[src/rtl/rdoq_rate_pkg.sv]
// Shared types for the CG rate sequencer: level classes, FSM states, c1Idx saturation
// and the level-to-class mapping.
package rdoq_rate_pkg;

    typedef enum logic [1:0] {
        ZERO     = 2'd0,
        ONE      = 2'd1,
        TWO      = 2'd2,
        BASEPLUS = 2'd3
    } level_case_e;

    typedef enum logic [1:0] {
        IDLE  = 2'd0,
        ISSUE = 2'd1,
        WAIT  = 2'd2,
        EMIT  = 2'd3
    } cgrs_state_e;

    localparam int unsigned C1_SAT = 8;

    // Callers zero-extend their level to 32 bits before classifying it.
    function automatic level_case_e level_to_case(input logic [31:0] level);
        if (level >= 32'd3) begin
            return BASEPLUS;
        end
        return level_case_e'(level[1:0]);
    endfunction

endpackage

[src/rtl/cg_rate_sequencer_if.sv]
// Bus bundle of the CG rate sequencer: level beats in, lookup request/response, CG total out.
// The master modport is the sequencer; the slave modport is its environment.
interface cg_rate_sequencer_if #(
    parameter int LEVEL_W = 16
);
    logic               in_valid;
    logic               in_ready;
    logic [LEVEL_W-1:0] in_level;
    logic [15:0]        in_g1_cost;
    logic [15:0]        in_abs_cost;
    logic               in_last;
    logic               flush;

    logic               lk_start;
    logic [1:0]         lk_level_case;
    logic [7:0]         lk_c1Idx;
    logic [7:0]         lk_c2Idx;
    logic [15:0]        lk_g1_cost;
    logic [15:0]        lk_abs_cost;
    logic               lk_done;
    logic [31:0]        lk_bits;

    logic               cg_valid;
    logic               cg_ready;
    logic [31:0]        cg_bits;
    logic [4:0]         cg_count;
    logic               err_timeout;

    modport master (
        input  in_valid, in_level, in_g1_cost, in_abs_cost, in_last, flush,
        input  lk_done, lk_bits, cg_ready,
        output in_ready, lk_start, lk_level_case, lk_c1Idx, lk_c2Idx,
        output lk_g1_cost, lk_abs_cost, cg_valid, cg_bits, cg_count, err_timeout
    );

    modport slave (
        output in_valid, in_level, in_g1_cost, in_abs_cost, in_last, flush,
        output lk_done, lk_bits, cg_ready,
        input  in_ready, lk_start, lk_level_case, lk_c1Idx, lk_c2Idx,
        input  lk_g1_cost, lk_abs_cost, cg_valid, cg_bits, cg_count, err_timeout
    );

endinterface

[src/rtl/cgrs_ctx_tracker.sv]
// c1Idx / c2Idx context counters for one coefficient group.
// c2Idx only advances for level>=2 coefficients seen while c1Idx is still below C1_SAT.
module cgrs_ctx_tracker
    import rdoq_rate_pkg::*;
(
    input  logic       clk,
    input  logic       rst_n,
    input  logic       clear,
    input  logic       inc,
    input  logic       ge2,
    output logic [7:0] c1_idx,
    output logic [7:0] c2_idx
);

    logic c1_below_sat;

    assign c1_below_sat = (c1_idx < 8'(C1_SAT));

    always_ff @(posedge clk or negedge rst_n) begin
        if (!rst_n) begin
            c1_idx <= '0;
            c2_idx <= '0;
        end else if (clear) begin
            c1_idx <= '0;
            c2_idx <= '0;
        end else if (inc) begin
            if (c1_below_sat) begin
                c1_idx <= c1_idx + 8'd1;
            end
            if (ge2 && c1_below_sat && (c2_idx != 8'hFF)) begin
                c2_idx <= c2_idx + 8'd1;
            end
        end
    end

endmodule

[src/rtl/cg_rate_sequencer.sv]
// Walks one coefficient group, issues a context-bit lookup per nonzero level and emits the
// saturated CG rate total. Define CGRS_TIMEOUT_EN to bound the wait for lk_done.
module cg_rate_sequencer
    import rdoq_rate_pkg::*;
#(
    parameter int CG_SIZE = 16,
    parameter int LEVEL_W = 16,
    parameter int TIMEOUT = 64
) (
    input logic                 clk,
    input logic                 rst_n,
    cg_rate_sequencer_if.master bus
);

    if (CG_SIZE < 1 || CG_SIZE > 31 || LEVEL_W < 2 || LEVEL_W > 32 || TIMEOUT < 1) begin : g_param_check
        $error("cg_rate_sequencer: unsupported CG_SIZE/LEVEL_W/TIMEOUT");
    end

    cgrs_state_e state, state_nxt;
    level_case_e beat_case, case_q;
    logic [15:0] g1_q, abs_q;
    logic        last_q;
    logic [31:0] acc;
    logic [4:0]  count;
    logic        beat_acc, beat_last, lk_fire, cg_take;
    logic [31:0] lk_add;
    logic [32:0] acc_sum;
    logic [7:0]  c1_idx, c2_idx;

    assign beat_case = level_to_case(32'(bus.in_level));
    assign beat_acc  = (state == IDLE) && bus.in_valid && !bus.flush;
    // The CG_SIZE-th beat closes the group even without in_last.
    assign beat_last = bus.in_last || (count == 5'(CG_SIZE - 1));
    assign cg_take   = (state == EMIT) && bus.cg_ready && !bus.flush;
    assign acc_sum   = {1'b0, acc} + {1'b0, lk_add};

`ifdef CGRS_TIMEOUT_EN
    localparam int TMR_W = $clog2(TIMEOUT + 1);

    logic [TMR_W-1:0] wait_cycles;
    logic             tmo;
    logic             err_q;

    // Fires on the TIMEOUT-th WAIT cycle without lk_done; the lookup is then treated as 0 bits.
    assign tmo     = (state == WAIT) && !bus.lk_done && (wait_cycles == TMR_W'(TIMEOUT - 1));
    assign lk_fire = (state == WAIT) && (bus.lk_done || tmo) && !bus.flush;
    assign lk_add  = bus.lk_done ? bus.lk_bits : 32'd0;

    always_ff @(posedge clk or negedge rst_n) begin
        if (!rst_n) begin
            wait_cycles <= '0;
            err_q       <= 1'b0;
        end else begin
            if ((state != WAIT) || bus.lk_done || bus.flush) begin
                wait_cycles <= '0;
            end else begin
                wait_cycles <= wait_cycles + TMR_W'(1);
            end
            if (tmo && !bus.flush) begin
                err_q <= 1'b1;
            end
        end
    end

    assign bus.err_timeout = err_q;
`else
    assign lk_fire         = (state == WAIT) && bus.lk_done && !bus.flush;
    assign lk_add          = bus.lk_bits;
    assign bus.err_timeout = 1'b0;
`endif

    // NOTE: sequential state uses non-blocking assignments so every flop samples pre-edge values.
    always_ff @(posedge clk or negedge rst_n) begin
        if (!rst_n) begin
            state <= IDLE;
        end else begin
            state <= state_nxt;
        end
    end

    always_comb begin
        // NOTE: default-first assignment keeps combinational blocks free of inferred latches.
        state_nxt = state;
        if (bus.flush) begin
            state_nxt = IDLE;
        end else begin
            case (state)
                IDLE: begin
                    if (beat_acc) begin
                        if (beat_case == ZERO) begin
                            state_nxt = beat_last ? EMIT : IDLE;
                        end else begin
                            state_nxt = ISSUE;
                        end
                    end
                end
                ISSUE:   state_nxt = WAIT;
                WAIT:    if (lk_fire) state_nxt = last_q ? EMIT : IDLE;
                EMIT:    if (bus.cg_ready) state_nxt = IDLE;
                default: state_nxt = IDLE;
            endcase
        end
    end

    always_comb begin
        bus.in_ready = 1'b0;
        bus.lk_start = 1'b0;
        bus.cg_valid = 1'b0;
        case (state)
            IDLE:    bus.in_ready = 1'b1;
            ISSUE:   bus.lk_start = 1'b1;
            EMIT:    bus.cg_valid = 1'b1;
            default: ;
        endcase
    end

    always_ff @(posedge clk or negedge rst_n) begin
        if (!rst_n) begin
            case_q <= ZERO;
            g1_q   <= '0;
            abs_q  <= '0;
            last_q <= 1'b0;
        end else if (beat_acc) begin
            case_q <= beat_case;
            g1_q   <= bus.in_g1_cost;
            abs_q  <= bus.in_abs_cost;
            last_q <= beat_last;
        end
    end

    // Flush and the downstream handshake both return the group state to empty.
    always_ff @(posedge clk or negedge rst_n) begin
        if (!rst_n) begin
            acc   <= '0;
            count <= '0;
        end else if (bus.flush || cg_take) begin
            acc   <= '0;
            count <= '0;
        end else if (beat_acc && (beat_case == ZERO)) begin
            count <= count + 5'd1;
        end else if (lk_fire) begin
            acc   <= acc_sum[32] ? 32'hFFFF_FFFF : acc_sum[31:0];
            count <= count + 5'd1;
        end
    end

    cgrs_ctx_tracker u_ctx_tracker (
        .clk    (clk),
        .rst_n  (rst_n),
        .clear  (bus.flush || cg_take),
        .inc    (lk_fire),
        .ge2    ((case_q == TWO) || (case_q == BASEPLUS)),
        .c1_idx (c1_idx),
        .c2_idx (c2_idx)
    );

    assign bus.lk_level_case = case_q;
    assign bus.lk_c1Idx      = c1_idx;
    assign bus.lk_c2Idx      = c2_idx;
    assign bus.lk_g1_cost    = g1_q;
    assign bus.lk_abs_cost   = abs_q;
    assign bus.cg_bits       = acc;
    assign bus.cg_count      = count;

endmodule

[src/flat_wrapper.sv]
// flat-port wrapper written by rule: the top's interface ports become plain ports
module cg_rate_sequencer_flat import rdoq_rate_pkg::*;
#(
    parameter int CG_SIZE = 16,
    parameter int LEVEL_W = 16,
    parameter int TIMEOUT = 64
)
  (clk, rst_n, bus_in_valid, bus_in_level, bus_in_g1_cost, bus_in_abs_cost, bus_in_last, bus_flush, bus_lk_done, bus_lk_bits, bus_cg_ready, bus_in_ready, bus_lk_start, bus_lk_level_case, bus_lk_c1Idx, bus_lk_c2Idx, bus_lk_g1_cost, bus_lk_abs_cost, bus_cg_valid, bus_cg_bits, bus_cg_count, bus_err_timeout);
  cg_rate_sequencer_if #(.LEVEL_W(LEVEL_W)) bus_i ();
  input logic clk;
  input logic rst_n;
  input wire logic [$bits(bus_i.in_valid)-1:0] bus_in_valid;
  input wire logic [$bits(bus_i.in_level)-1:0] bus_in_level;
  input wire logic [$bits(bus_i.in_g1_cost)-1:0] bus_in_g1_cost;
  input wire logic [$bits(bus_i.in_abs_cost)-1:0] bus_in_abs_cost;
  input wire logic [$bits(bus_i.in_last)-1:0] bus_in_last;
  input wire logic [$bits(bus_i.flush)-1:0] bus_flush;
  input wire logic [$bits(bus_i.lk_done)-1:0] bus_lk_done;
  input wire logic [$bits(bus_i.lk_bits)-1:0] bus_lk_bits;
  input wire logic [$bits(bus_i.cg_ready)-1:0] bus_cg_ready;
  output wire logic [$bits(bus_i.in_ready)-1:0] bus_in_ready;
  output wire logic [$bits(bus_i.lk_start)-1:0] bus_lk_start;
  output wire logic [$bits(bus_i.lk_level_case)-1:0] bus_lk_level_case;
  output wire logic [$bits(bus_i.lk_c1Idx)-1:0] bus_lk_c1Idx;
  output wire logic [$bits(bus_i.lk_c2Idx)-1:0] bus_lk_c2Idx;
  output wire logic [$bits(bus_i.lk_g1_cost)-1:0] bus_lk_g1_cost;
  output wire logic [$bits(bus_i.lk_abs_cost)-1:0] bus_lk_abs_cost;
  output wire logic [$bits(bus_i.cg_valid)-1:0] bus_cg_valid;
  output wire logic [$bits(bus_i.cg_bits)-1:0] bus_cg_bits;
  output wire logic [$bits(bus_i.cg_count)-1:0] bus_cg_count;
  output wire logic [$bits(bus_i.err_timeout)-1:0] bus_err_timeout;
  assign bus_i.in_valid = bus_in_valid;
  assign bus_i.in_level = bus_in_level;
  assign bus_i.in_g1_cost = bus_in_g1_cost;
  assign bus_i.in_abs_cost = bus_in_abs_cost;
  assign bus_i.in_last = bus_in_last;
  assign bus_i.flush = bus_flush;
  assign bus_i.lk_done = bus_lk_done;
  assign bus_i.lk_bits = bus_lk_bits;
  assign bus_i.cg_ready = bus_cg_ready;
  assign bus_in_ready = bus_i.in_ready;
  assign bus_lk_start = bus_i.lk_start;
  assign bus_lk_level_case = bus_i.lk_level_case;
  assign bus_lk_c1Idx = bus_i.lk_c1Idx;
  assign bus_lk_c2Idx = bus_i.lk_c2Idx;
  assign bus_lk_g1_cost = bus_i.lk_g1_cost;
  assign bus_lk_abs_cost = bus_i.lk_abs_cost;
  assign bus_cg_valid = bus_i.cg_valid;
  assign bus_cg_bits = bus_i.cg_bits;
  assign bus_cg_count = bus_i.cg_count;
  assign bus_err_timeout = bus_i.err_timeout;
  cg_rate_sequencer #(.CG_SIZE(CG_SIZE), .LEVEL_W(LEVEL_W), .TIMEOUT(TIMEOUT)) u_core (.clk(clk), .rst_n(rst_n), .bus(bus_i));
endmodule
[config.mk]
export PLATFORM = sky130hd
export DESIGN_NAME = cg_rate_sequencer_flat
export DESIGN_NICKNAME = d
export VERILOG_FILES = /design/src/rtl/rdoq_rate_pkg.sv /design/src/rtl/cg_rate_sequencer_if.sv /design/src/rtl/cgrs_ctx_tracker.sv /design/src/rtl/cg_rate_sequencer.sv /design/src/flat_wrapper.sv
export SDC_FILE = /design/constraint.sdc
export NUM_CORES = 1
export LEC_CHECK = 0
export CORE_ASPECT_RATIO = 1.4
export CORE_MARGIN = 2
export CORE_UTILIZATION = 36
export DETAILED_ROUTE_END_ITERATION = 8
export DONT_BUFFER_PORTS = 1
export GPL_ROUTABILITY_DRIVEN = 0
export SETUP_SLACK_MARGIN = 0.3
export SLEW_MARGIN = 10
export SYNTH_ARGS = -nofsm -noshare
export SYNTH_HDL_FRONTEND = slang
export SYNTH_SLANG_ARGS = --single-unit
export TNS_END_PERCENT = 50
[constraint.sdc]
create_clock -name clk -period 7.3 [get_ports clk]
set_input_delay 0.73 -clock clk [delete_from_list [all_inputs] [get_ports clk]]
set_output_delay 0.73 -clock clk [all_outputs]
set_load 0.01 [all_outputs]
=== After elaboration in Yosys (flattened, before gate mapping) ===
Cells that the tools add are included.

* Bits in registers: 90
* Input port bits: 87
* Output and inout port bits: 91

* Add/subtract/negate cells: 4
* Magnitude comparators: 2
* Equality and inequality tests: 11
* Multiplexer cells: 27
* Reductions and logical operators: 23

{| class="wikitable"
|+ Operators with widths
! operator !! number
|-
| 32-bit two-way mux || 4
|-
| 8-bit two-way mux || 6
|-
| 32-bit by 32-bit adder with 33-bit output || 1
|-
| 2-bit two-way mux || 9
|-
| 8-bit by 1-bit adder with 8-bit output (second input constant) || 2
|-
| 16-bit by 2-bit >= comparator with 1-bit output (second input constant) || 1
|-
| 5-bit two-way mux || 3
|-
| 1-bit logical AND || 9
|-
| 2-bit equality test (second input constant) || 4
|-
| 8-bit by 4-bit < comparator with 1-bit output (second input constant) || 1
|-
| 8-bit != test (second input constant) || 1
|-
| 2-bit one-hot mux with 4 select lines || 1
|-
| 3-bit by 2-bit != test with 1-bit output (second input constant) || 2
|-
| 2-bit AND reduction || 3
|-
| 2-bit nonzero test || 3
|-
| 5-bit by 1-bit adder with 5-bit output (second input constant) || 1
|-
| 5-bit by 4-bit equality test with 1-bit output (second input constant) || 1
|-
| 2-bit zero test || 2
|-
| 1-bit two-way mux || 4
|-
| 1-bit logical OR || 3
|-
| 3-bit != test (second input constant) || 1
|-
| 3-bit AND reduction || 1
|-
| 3-bit nonzero test || 1
|-
| 2-bit by 1-bit equality test with 1-bit output (second input constant) || 1
|-
| other kinds (2) || 2
|}

=== Depth between registers and ports, before layout ===
* Depth after elaboration: 8
* Mapped depth: 12

=== By module ===
Synthesis repeated with hierarchy kept, for this count alone.

* Cells, all modules: 580
* Area, all modules: 5491.5 um^2

{| class="wikitable"
|+ By module, submodules not included
! module !! instances !! cells each !! area an instance (um^2) !! seq. area each (um^2)
|-
| cg_rate_sequencer || 1 || 505 || 4710.8 || 1851.8
|-
| cgrs_ctx_tracker || 1 || 75 || 780.7 || 400.4
|}

=== Worst setup path after synthesis ===
OpenSTA, ideal clock, no wires.

* Path kind: input -> register
* Start point: in bus_lk_bits[0]
* End point: reg u_core.acc[28] (netlist: u_core.bus.cg_bits[28])
* Arrival: 2887 ps
* Data required time: 7180 ps
* Path slack: 4292 ps
* Stages: 12
* Buffers on the path: 1
* Cells stage by stage: ha_1 fa_1 a21o_1 a21oi_2 o211ai_2 nor3b_1 o21ai_1 nand3_2 a31oi_4 buf_4 a21oi_1 a31o_2

* Word-level cells in the longest chain between the ends: 5

{| class="wikitable"
|+ RTL lines
! item !! RTL line !! RTL
|-
| from (decl) || flat_wrapper.sv:19 || <nowiki>input wire logic [$bits(bus_i.lk_bits)-1:0] bus_lk_bits;</nowiki>
|-
| 32-bit by 32-bit adder with 33-bit output || cg_rate_sequencer.sv:35 || <nowiki>assign acc_sum = {1'b0, acc} + {1'b0, lk_add};</nowiki>
|-
| 32-bit two-way mux || cg_rate_sequencer.sv:142 || <nowiki>acc <= acc_sum[32] ? 32'hFFFF_FFFF : acc_sum[31:0];</nowiki>
|-
| 32-bit two-way mux || cg_rate_sequencer.sv:141 || <nowiki>end else if (lk_fire) begin</nowiki>
|-
| 32-bit two-way mux || cg_rate_sequencer.sv:139 || <nowiki>end else if (beat_acc && (beat_case == ZERO)) begin</nowiki>
|-
| 32-bit two-way mux || cg_rate_sequencer.sv:136 || <nowiki>end else if (bus.flush || cg_take) begin</nowiki>
|-
| to (signal assigned) || cg_rate_sequencer.sv:142 ||
|-
| to (decl) || cg_rate_sequencer.sv:23 || <nowiki>logic [31:0] acc;</nowiki>
|}

No other way between the ends. The select of a mux whose other input is x is not followed.
A chain may end at the register's enable or synchronous reset.

=== Worst setup path in the final report ===
* Start point: reg u_core.acc[0] (netlist: u_core.bus.cg_bits[0])
* End point: reg u_core.acc[25] (netlist: u_core.bus.cg_bits[25])

* Word-level cells in the longest chain between the ends: 5

{| class="wikitable"
|+ RTL lines
! item !! RTL line
|-
| 32-bit by 32-bit adder with 33-bit output || cg_rate_sequencer.sv:35
|-
| 32-bit two-way mux || cg_rate_sequencer.sv:142
|-
| 32-bit two-way mux || cg_rate_sequencer.sv:141
|-
| 32-bit two-way mux || cg_rate_sequencer.sv:139
|-
| 32-bit two-way mux || cg_rate_sequencer.sv:136
|}

No other way between the ends. The select of a mux whose other input is x is not followed.

==> results.toml <==
[timing]
hold_ws_ps = 74.7
finalSetupViolCount = 0
tightest_slew_ps = 954
fin_crit_sh = 0.496
fin_setup_tns_ps = 0
fmax_mhz = 276
rsz0062_at_grt = "no"
relSlewSlack = 0.364
worst_slack_ps = 3680
slew_viol_final = 0
hold_violations = 0
period_minus_slack_ps = 3620
skew_ps = 7.05

[cts]
clock_tree.buffer_depth = 2
clock_sinks = 90
cts-hold-fix-buffers = 0
insertion_delay_ps = 340
post_cts_buffers = 0
postCtsResizedCells = 0
cts-root-buf = "clkbuf_16"
path_clk_slew_ps = 70
htreeDepth = 3
cts_tree = "yes"
cts_buffers = 9

[setup_path]
crit_arrival_ps = 3840
startpoint_type = "register"
regToRegSetupSlack_ps = 3680
cp-startpoint = "u_core.bus.cg_bits[0]$_DFFE_PN0P_"
crit_type = "reg -> reg"
critPathRequiredTime_ps = 7520
reg2reg_from = "u_core.bus.cg_bits[0]$_DFFE_PN0P_"
critPathMaxFanout = 30
endpoint_kind = "register"

[detailed_routing]
viasPerCell = 5.74
ant_nets = 0
routedWlPerCell_um = 19.5
drtIter0Drc = 247
firstDrtPassIters = 6
drc = 0
num_vias = 4143
routed_wl_um = 14100

[floorplan]
die_x_um = 108
dieArea_mm2 = 0.0160
coreArea_mm2 = 0.0149
start_util = 0.364
die_h_um = 149
num_rows = 53
num_io_pins = 178

[power_and_ir_drop]
p_sw_mw = 0.394
p_leak_nw = 2.71
switching_share = 0.291
p_seq_frac = 0.465
irDropWorstVdd_mv = 0.128
combinationalPowerShare = 0.158
power_mw = 1.35
pwr-share-clk = 0.377
intPower_mw = 0.959
p_per_area_mw_per_mm2 = 230

[synthesis]
synthCells = 542
synth_mux_area_frac = 0.0721
synthFlopType = "dfrtp_1"
ys_seq_elements = 90
synth-edff-count = 0
synth-simple-area-share = 0.111
synth_warnings = 0
synth_compound_area_frac = 0.214
yosysTopAreaCell = "dfrtp_1"
synth_xor_area_frac = 0.0647
synth-seq-area-share = 0.416
synth.area.top_cells = "dfrtp_1 (42%), ha_1 (8.3%), mux2_2 (6.7%), a21oi_1 (5.9%), a31oi_1 (3.6%)"
synth_top_family_by_area = "compound AO/OA/AOI/OAI gates"
synth_top_area_share = 0.416
syn_area_per_cell_um2 = 9.99
ys_types = 65
async_reset_ff_frac = 1.00
synth_area_mm2 = 0.00541
synth_adder_area_share = 0.0869
synth_nets = 666

[cells_and_area]
final_nets = 649
drive_gt1_frac = 0.134
final_cells = 722
seqCellArea_mm2 = 0.00225
antennaDiodeCount = 0
multi_input_area_mm2 = 0.00300
syn2layout_area_growth_pct = 8.69
n_fill_cell = 1446

[global_route]
grt_max_degree = 91
grt_antenna_before_repair = 0
grt_pass1_vias = 4176
grt.total_usage = 0.177
grt_overflow_total = 0
grt_pass1_wl_um = 22000

[min_path]
hold_path_class = "in -> async"

[placed_design]
portBuffers = 0
post-dp-hpwl_um = 10400
dp.cells = 706
preCtsSetupSlack_ps = 3450

[run]
max-cap-violations = 0

[outcome]
outcome = "finished, final reports clean"
-- power groups by stage --
stage	clock, mW	sequential, mW	combinational (mW)
4_1_cts	0.526	0.631	0.214
5_1_grt	0.547	0.636	0.238
2_1_floorplan	0	0.620	0.180
3_3_place_gp	0	0.638	0.206
6_report	0.511	0.630	0.214
3_5_place_dp	0	0.641	0.213
-- final cells by class --
type,count,area share
Tap cell,192,0.0408
Inverter,13,0.00829
Sequential cell,90,0.383
Clock inverter,7,0.0168
Multi-Input combinational cell,408,0.509
Clock buffer,9,0.0383
Timing Repair Buffer,3,0.00383
-- state kept, by name (all words and copies together) (netlist names) --
signal,cells
u_core.last_q,1
u_core.bus.cg_count,5
u_core.bus.lk_g1_cost,16
u_core.bus.lk_abs_cost,16
u_core.state,2
u_core.bus.cg_bits,32
u_core.u_ctx_tracker.c2_idx,8
u_core.u_ctx_tracker.c1_idx,8
u_core.bus.lk_level_case,2
-- Yosys cell counts (4+ instances only) --
cell type	count
o21ai_0	11
ha_1	36
buf_2	7
nand4_1	8
mux2_2	32
nor2b_1	5
nand3_1	7
xnor2_1	21
a31o_2	4
xor2_1	19
and2_1	6
o21ai_1	4
nor4_1	4
nand2_1	29
o21a_1	5
a31oi_1	31
a21oi_1	64
inv_1	13
and3_1	5
clkbuf_1	16
nor2_1	40
o21bai_1	5
dfrtp_1	90
a21o_1	22
buf_4	4
-- metal layers --
| layer | up-vias | global-route usage | part of all wire |
|---|---|---|---|
| met5 | - | 0 | 0 |
| met4 | 0 | 0.0564 | 0.021 |
| met3 | 23 | 0.0494 | 0.074 |
| met2 | 171 | 0.321 | 0.52 |
| met1 | 1999 | 0.198 | 0.39 |
| li1 | 1950 | - | - |
-- worst paths after layout --
path | depth (start not counted) | to
setup / recovery | 11 | u_core.bus.cg_bits[25]$_DFFE_PN0P_
hold / removal | 0 | u_core.bus.lk_g1_cost[3]$_DFFE_PN0P_
setup reg to reg | 11 | u_core.bus.cg_bits[25]$_DFFE_PN0P_
hold reg to reg | 1 | u_core.bus.lk_abs_cost[12]$_DFFE_PN0P_
max in group asynchronous | 0 | u_core.bus.cg_bits[0]$_DFFE_PN0P_
min in group clk | 1 | u_core.state[1]$_DFFE_PN0P_
-- cells in the final DEF (no fill, tap or decap), types with 2 or more instances in the layout --
master     Yosys  layout
xnor2_1       21      21
a221o_1        3       3
a21oi_1       64      63
a21o_1        22      22
a211oi_2       2       2
o21bai_1       5       5
mux2_2        32      32
clkbuf_16      0       9
a21oi_2        2       3
o21ai_1        4       4
nand3_1        7       7
nand2b_1       2       2
a31o_1         2       2
o21a_1         5       5
dfrtp_1       90      90
nor4_1         4       4
nand2_1       29      29
a31oi_1       31      31
xor2_1        19      19
buf_4          4       3
nand4_1        8       8
inv_6          0       2
nor2b_1        5       5
and2_1         6       6
nor3_1         3       3
nor2_1        40      40
inv_1         13      13
and3_1         5       5
a211oi_1       3       3
o21ai_0       11      11
a31o_2         4       4
bufinv_16      0       2
ha_1          36      36
mux2i_1        3       3
-- logic make-up (layout without fill, tap and decap cells) --
group                      Yosys count  count (layout)
buffers and inverters               44              32
muxes                               35              35
DFF                                 90              90
xor gates and xnor gates            40              40
adders and majority gates           37              37
AOI/OAI and AO/OA                  174             174
other                                1               1
and+or+nand+nor                    121             121
-- worst max-delay path: stages (launching register included) --
cell      delay [ps]
dfrtp_1          440
ha_1             280
fa_1             420
a21o_1           210
a21oi_2          200
o211ai_2         160
nor3b_1          200
o21ai_1          200
nand3_2          130
a31oi_4          790
nor2_1           180
a221o_1          300
-- metrics by stage --
stage	utilization	cell area (µm²)
2_1_floorplan	-	5410
3_5_place_dp	0.374	5560
5_1_grt	0.396	5880
4_1_cts	0.396	5880
3_3_place_gp	0.374	5560
6_report	0.396	5880
(Power assumes the default switching activity.)
